$ cat src/rtl/brick_pkg.sv
// Shared definitions for the brick field controller.
// Holds the FSM state encoding, the default grid geometry, the bitmap
// index helper (r*COLS+c) and the index-width helper.
package brick_pkg;

  typedef enum logic [1:0] {IDLE, LOAD, PLAY, DONE} state_t;

  localparam int DEF_ROWS   = 4;
  localparam int DEF_COLS   = 4;
  localparam int DEF_X0     = 282;
  localparam int DEF_Y0     = 100;
  localparam int DEF_XPITCH = 100;
  localparam int DEF_YPITCH = 40;
  localparam int DEF_BW     = 81;
  localparam int DEF_BH     = 21;

  function automatic int brick_idx(input int r, input int c, input int cols);
    return r * cols + c;
  endfunction

  function automatic int idx_w(input int n);
    return (n > 1) ? $clog2(n) : 1;
  endfunction

endpackage

$ cat src/rtl/brick_decode.sv
// Combinational brick geometry decoder.
// Ports: x, y  - probe point (11-bit unsigned)
//        hit   - point lies inside some brick (edges inclusive)
//        idx   - bitmap index r*COLS+c of that brick (0 when no hit)
module brick_decode import brick_pkg::*; #(
  parameter int ROWS   = DEF_ROWS,
  parameter int COLS   = DEF_COLS,
  parameter int X0     = DEF_X0,
  parameter int Y0     = DEF_Y0,
  parameter int XPITCH = DEF_XPITCH,
  parameter int YPITCH = DEF_YPITCH,
  parameter int BW     = DEF_BW,
  parameter int BH     = DEF_BH,
  parameter int IW     = idx_w(ROWS * COLS)
) (
  input  logic [10:0]   x,
  input  logic [10:0]   y,
  output logic          hit,
  output logic [IW-1:0] idx
);

  // Zero-extended to int so bounds past 2047 simply never match (no wrap).
  int xi, yi;
  logic [COLS-1:0] cm;
  logic [ROWS-1:0] rm;

  assign xi = {21'd0, x};
  assign yi = {21'd0, y};

  for (genvar c = 0; c < COLS; c++) begin : g_col
    localparam int XL = X0 + c * XPITCH;
    assign cm[c] = (xi >= XL) && (xi <= XL + BW - 1);
  end

  for (genvar r = 0; r < ROWS; r++) begin : g_row
    localparam int YT = Y0 + r * YPITCH;
    assign rm[r] = (yi >= YT) && (yi <= YT + BH - 1);
  end

  always_comb begin
    hit = 1'b0;
    idx = '0;
    for (int r = 0; r < ROWS; r++)
      for (int c = 0; c < COLS; c++)
        if (rm[r] && cm[c]) begin
          hit = 1'b1;
          idx = IW'(brick_idx(r, c, COLS));
        end
  end

endmodule

$ cat src/rtl/brick_ctl.sv
// Brick field controller: level load FSM, pixel query path and ball
// collision handshake.
// Ports: pclk/reset (sync, active-high); start begins a level;
//        hcount_in/vcount_in -> brick_px (1-cycle latency);
//        hit_req/hit_x/hit_y -> hit_ack/hit_valid (ack 2 cycles after accept);
//        alive bitmap, board_clear pulse, busy (state != PLAY).
// Optional: define BRICK_SCORE_EN to add the 16-bit saturating score port.
module brick_ctl import brick_pkg::*; #(
  parameter int ROWS   = DEF_ROWS,
  parameter int COLS   = DEF_COLS,
  parameter int X0     = DEF_X0,
  parameter int Y0     = DEF_Y0,
  parameter int XPITCH = DEF_XPITCH,
  parameter int YPITCH = DEF_YPITCH,
  parameter int BW     = DEF_BW,
  parameter int BH     = DEF_BH
) (
  input  logic                 pclk,
  input  logic                 reset,
  input  logic                 start,
  input  logic [10:0]          hcount_in,
  input  logic [10:0]          vcount_in,
  output logic                 brick_px,
  input  logic                 hit_req,
  input  logic [10:0]          hit_x,
  input  logic [10:0]          hit_y,
  output logic                 hit_ack,
  output logic                 hit_valid,
  output logic [ROWS*COLS-1:0] alive,
  output logic                 board_clear,
  output logic                 busy
`ifdef BRICK_SCORE_EN
  ,output logic [15:0]         score
`endif
);

  localparam int N  = ROWS * COLS;
  localparam int IW = idx_w(N);

  state_t        state, state_nx;
  logic [IW-1:0] cnt;
  logic          q_hit, h_hit;
  logic [IW-1:0] q_idx, h_idx;

  // Hit pipeline: [0] = request accepted last cycle, [1] = ack cycle.
  logic [1:0]    vld_pipe;
  logic          rq_hit, rq_ok;
  logic [IW-1:0] rq_idx;
  logic          accept, kill_now, clear_now;

  brick_decode #(.ROWS(ROWS), .COLS(COLS), .X0(X0), .Y0(Y0), .XPITCH(XPITCH),
    .YPITCH(YPITCH), .BW(BW), .BH(BH), .IW(IW)) u_dec_px (
    .x(hcount_in), .y(vcount_in), .hit(q_hit), .idx(q_idx));

  brick_decode #(.ROWS(ROWS), .COLS(COLS), .X0(X0), .Y0(Y0), .XPITCH(XPITCH),
    .YPITCH(YPITCH), .BW(BW), .BH(BH), .IW(IW)) u_dec_hit (
    .x(hit_x), .y(hit_y), .hit(h_hit), .idx(h_idx));

  assign busy    = (state != PLAY);
  assign hit_ack = vld_pipe[1];
  // Only one request in flight; a held request re-arms the cycle after ack.
  assign accept  = hit_req && !vld_pipe[0] && !vld_pipe[1];
  // Destroy only if accepted in PLAY without a start, still in PLAY with no
  // start now, and the brick is still standing.
  assign kill_now = vld_pipe[0] && rq_ok && rq_hit && alive[rq_idx] &&
                    (state == PLAY) && !start;
  assign clear_now = hit_ack && hit_valid && (alive == '0) &&
                     (state == PLAY) && !start;

  always_ff @(posedge pclk) begin
    if (reset) state <= IDLE;
    else       state <= state_nx;
  end

  always_comb begin
    state_nx = state;
    case (state)
      IDLE: if (start) state_nx = LOAD;
      LOAD: if (start) state_nx = LOAD;
            else if (cnt == IW'(N - 1)) state_nx = PLAY;
      PLAY: if (start) state_nx = LOAD;
            else if (clear_now) state_nx = DONE;
      DONE: if (start) state_nx = LOAD;
      default: state_nx = IDLE;
    endcase
  end

  always_ff @(posedge pclk) begin
    if (reset) begin
      vld_pipe    <= '0;
      rq_hit      <= 1'b0;
      rq_ok       <= 1'b0;
      rq_idx      <= '0;
      hit_valid   <= 1'b0;
      alive       <= '0;
      cnt         <= '0;
      brick_px    <= 1'b0;
      board_clear <= 1'b0;
    end else begin
      vld_pipe <= {vld_pipe[0], accept};
      if (accept) begin
        rq_hit <= h_hit;
        rq_idx <= h_idx;
        rq_ok  <= (state == PLAY) && !start;
      end
      hit_valid   <= kill_now;
      board_clear <= clear_now;
      // Alive bit sampled before this edge's update.
      brick_px    <= q_hit && alive[q_idx];

      if (start) begin
        alive <= '0;
        cnt   <= '0;
      end else if (state == LOAD) begin
        alive[cnt] <= 1'b1;
        cnt        <= (cnt == IW'(N - 1)) ? '0 : cnt + 1'b1;
      end else if (kill_now) begin
        alive[rq_idx] <= 1'b0;
      end
    end
  end

`ifdef BRICK_SCORE_EN
  // Cleared by reset only, so it carries across levels.
  always_ff @(posedge pclk) begin
    if (reset)                              score <= '0;
    else if (kill_now && score != 16'hFFFF) score <= score + 16'd1;
  end
`endif

endmodule

$ cat config.mk
export PLATFORM = sky130hd
export DESIGN_NAME = brick_ctl
export DESIGN_NICKNAME = d
export VERILOG_FILES = /design/src/rtl/brick_pkg.sv /design/src/rtl/brick_decode.sv /design/src/rtl/brick_ctl.sv
export SDC_FILE = /design/constraint.sdc
export NUM_CORES = 1
export LEC_CHECK = 0
export CORE_UTILIZATION = 48
export DETAILED_ROUTE_END_ITERATION = 8
export PLACE_DENSITY = 0.76
export RECOVER_POWER = 25
export SLEW_MARGIN = 20
export SYNTH_ARGS = -nofsm -noshare
export SYNTH_HDL_FRONTEND = slang
export SYNTH_SLANG_ARGS = --single-unit
$ cat constraint.sdc
create_clock -name pclk -period 3 [get_ports pclk]
set_clock_uncertainty 0.2 [all_clocks]
set_input_delay 0.45 -clock pclk [delete_from_list [all_inputs] [get_ports pclk]]
set_output_delay 0.45 -clock pclk [all_outputs]
set_load 0.01 [all_outputs]
==> results_dict.tcl <==
set metrics [dict create \
    cts.reportedPaths.clkPinSlew_ps 70 \
    yosysMostFrequentCell "nor2_1" \
    wl_mm 6.95 \
    die_x_um 73.5 \
    cp.arrival_ps 2790 \
    fin_area_um2 3420 \
    antenna_left 0 \
    grt_pass1_vias 2456 \
    worstPathRequired_ps 2950 \
    gr-usage-all-layers 0.262 \
    netlist_instances 310 \
    drv_cap 0 \
    start_kind "input port" \
    cts_max_level 2 \
    synth_top_flop_cell "dfxtp_1" \
    antenna_cells 0 \
    io_buffers 68 \
    core_um2 4820 \
    ios 69 \
    p_per_area_nw_per_um2 295 \
    hold_viol 0 \
    synth.top_cell.area_share 0.269 \
    fin_crit_ps 2830 \
    slew_headroom 0.181 \
    min_path_cells 1 \
    cts_resized 0 \
    min_path_type "flop to flop" \
    cts.sinks 33 \
    status "finished, final reports clean" \
    hpwl_mm 5.23 \
    die_area_um2 5400 \
    path_class "input port to flop" \
    layout_setup_ws_ps 165 \
    ctsRootBufferMaster "clkbuf_8" \
    grt_pass1_wl_mm 11.0 \
    antenna_found_initial 0 \
    grt_remaining_overflow 0 \
    grt_max_degree 22 \
    clk_latency_ps 290 \
    syn_avg_cell_area_um2 7.91 \
    wl_per_cell_um 15.1 \
    drive_gt1_frac 0.122 \
    num-nets-final 448 \
    post-synth-top-area-cell "dfxtp_1" \
    reg2regPathDepth 8 \
    core.rowCount 25 \
    pre_cts_ws_ps -215 \
    fin_crit_sh 0.945 \
    syn-cell-area_um2 2450 \
    ys_top_cells_by_area "dfxtp_1 (27%), nor2_1 (5.4%), a21oi_1 (4.7%)" \
    rsz0062_at_grt "false" \
    clockBufferDepth 2 \
    cts_hold_buf 0 \
    r2r_end "alive[3]" \
    ys_seq_area_frac 0.269 \
    placed_area_um2 3330 \
    r2r_slack_ps 270 \
    vias 2730 \
    vias_per_cell 5.92 \
    die_h_um 73.5 \
    async_flop_share 0 \
    hold_start "vld_pipe[0]" \
    synth_edf_count 0 \
    synth.distinct_cells 64 \
    start_util 0.509 \
    drc_errors 0 \
    fmaxAchievable_mhz 353 \
    synth_fp_nets 364 \
    finalPower_mw 1.01 \
    post-cts-setup-buffers 0 \
    path_max_fanout 6 \
    drt-pass1-iter-count 5 \
    synth_seq_cells 33 \
    cts_tree "built" \
    irDropWorstVdd_v 0.000221 \
    yosys_warnings 0 \
    worstSetupEndpointType "flop" \
    finalSetupViolations 0 \
    r2r_start "rq_idx[1]" \
    yosys-top-cells-count "nor2_1 (35), dfxtp_1 (33), nand2_1 (29)" \
    first_iter_violations 149 \
    p_leak_nw 1.21 \
    gp_congestion 0.906 \
    min_to "vld_pipe[1]" \
    slew_viol_final 0 \
    cts_made_buffers 5 \
    layout-area-overhead-vs-synth_pct 39.5 \
    tightestPinTransition_ps 1230 \
]
==> layer usage <==
metal	global-route usage	share of wire	wire length, um	up-vias
li1	-	-	-	1346
met1	0.347	0.45	3130	1258
met2	0.441	0.48	3310	119
met3	0.0439	0.067	464	7
met4	0.0641	0.0065	45	0
met5	0	0	0	-
==> worst max-delay path by stage <==
| stage | from | end | slack (ps) | depth (start not counted) |
|---|---|---|---|---|
| after global routing | vcount_in[2] | brick_px | 20 | 10 |
| after CTS | vcount_in[2] | brick_px | 100 | 10 |
| final | hcount_in[5] | brick_px | 170 | 9 |
| after floorplan | hcount_in[2] | brick_px | 380 | 9 |
| after global placement | vcount_in[2] | brick_px | -120 | 9 |
| after detailed placement | vcount_in[2] | brick_px | -220 | 10 |
==> layout by cell type, fill, tap and decap left out, types with 3 or more instances in the layout <==
cell type and count:
nand4_1 5, nand2b_1 7, buf_4 23, ha_1 6
a311oi_1 3, nor2b_1 6, dlygate4sd3_1 6, o21ai_0 7
a31oi_1 5, and3_1 3, nor2_1 35, nor3_1 14
clkdlybuf4s50_1 62, a21oi_1 23, mux4_2 3, clkbuf_8 6
nor3b_1 6, a211oi_1 13, dfxtp_1 33, inv_1 9
mux2i_1 7, nor4b_1 4, a21o_1 4, a22oi_1 10
o211ai_1 5, nand3_1 7, nor4_1 5, nand2_1 28
==> final cells by class <==
class | count | area [um^2]
clock buffers | 7 | 86.3
multi-input cells | 252 | 1700
fillers | 401 | 1390
flip-flops and latches | 33 | 661
well taps | 67 | 83.8
repair buffers | 92 | 857
inverters | 10 | 37.5
==> cell families after synthesis <==
group           share of synthesized area
flops                               0.269
fa+ha+maj                          0.0306
xor+xnor                          0.00357
buf+inv                            0.0428
simple gates                        0.293
mux                                0.0821
compound gates                      0.279
==> state kept, by name, summed over array words and instances (netlist names) <==
name / count
board_clear: 1
alive: 16
rq_ok: 1
rq_hit: 1
hit_valid: 1
cnt: 4
brick_px: 1
vld_pipe: 2
state: 2
rq_idx: 4
==> critical path, stage by stage <==
cell and delay, ps:
clkdlybuf4s50_1 530, and3_1 200, a31oi_1 100, a311o_1 390
nand2_2 170, mux2_2 360, o221a_2 250, a211oi_1 240
a2111oi_2 90
==> power by group <==
part           switching, mW  internal, mW
clock                  0.156         0.182
sequential           0.00575         0.444
combinational          0.104         0.118
==> stage by stage <==
| step | utilization | setup TNS, ps | instances | hold slack, ps |
|---|---|---|---|---|
| after floorplan | - | 0 | 310 | 254 |
| after global placement | 0.691 | -116 | 454 | 268 |
| after detailed placement | 0.691 | -215 | 454 | 281 |
| after CTS | 0.709 | 0 | 461 | 295 |
| after global routing | 0.711 | 0 | 461 | 308 |
| final | 0.711 | 0 | 461 | 287 |
No activity file was read; power rests on OpenSTA's default activity.
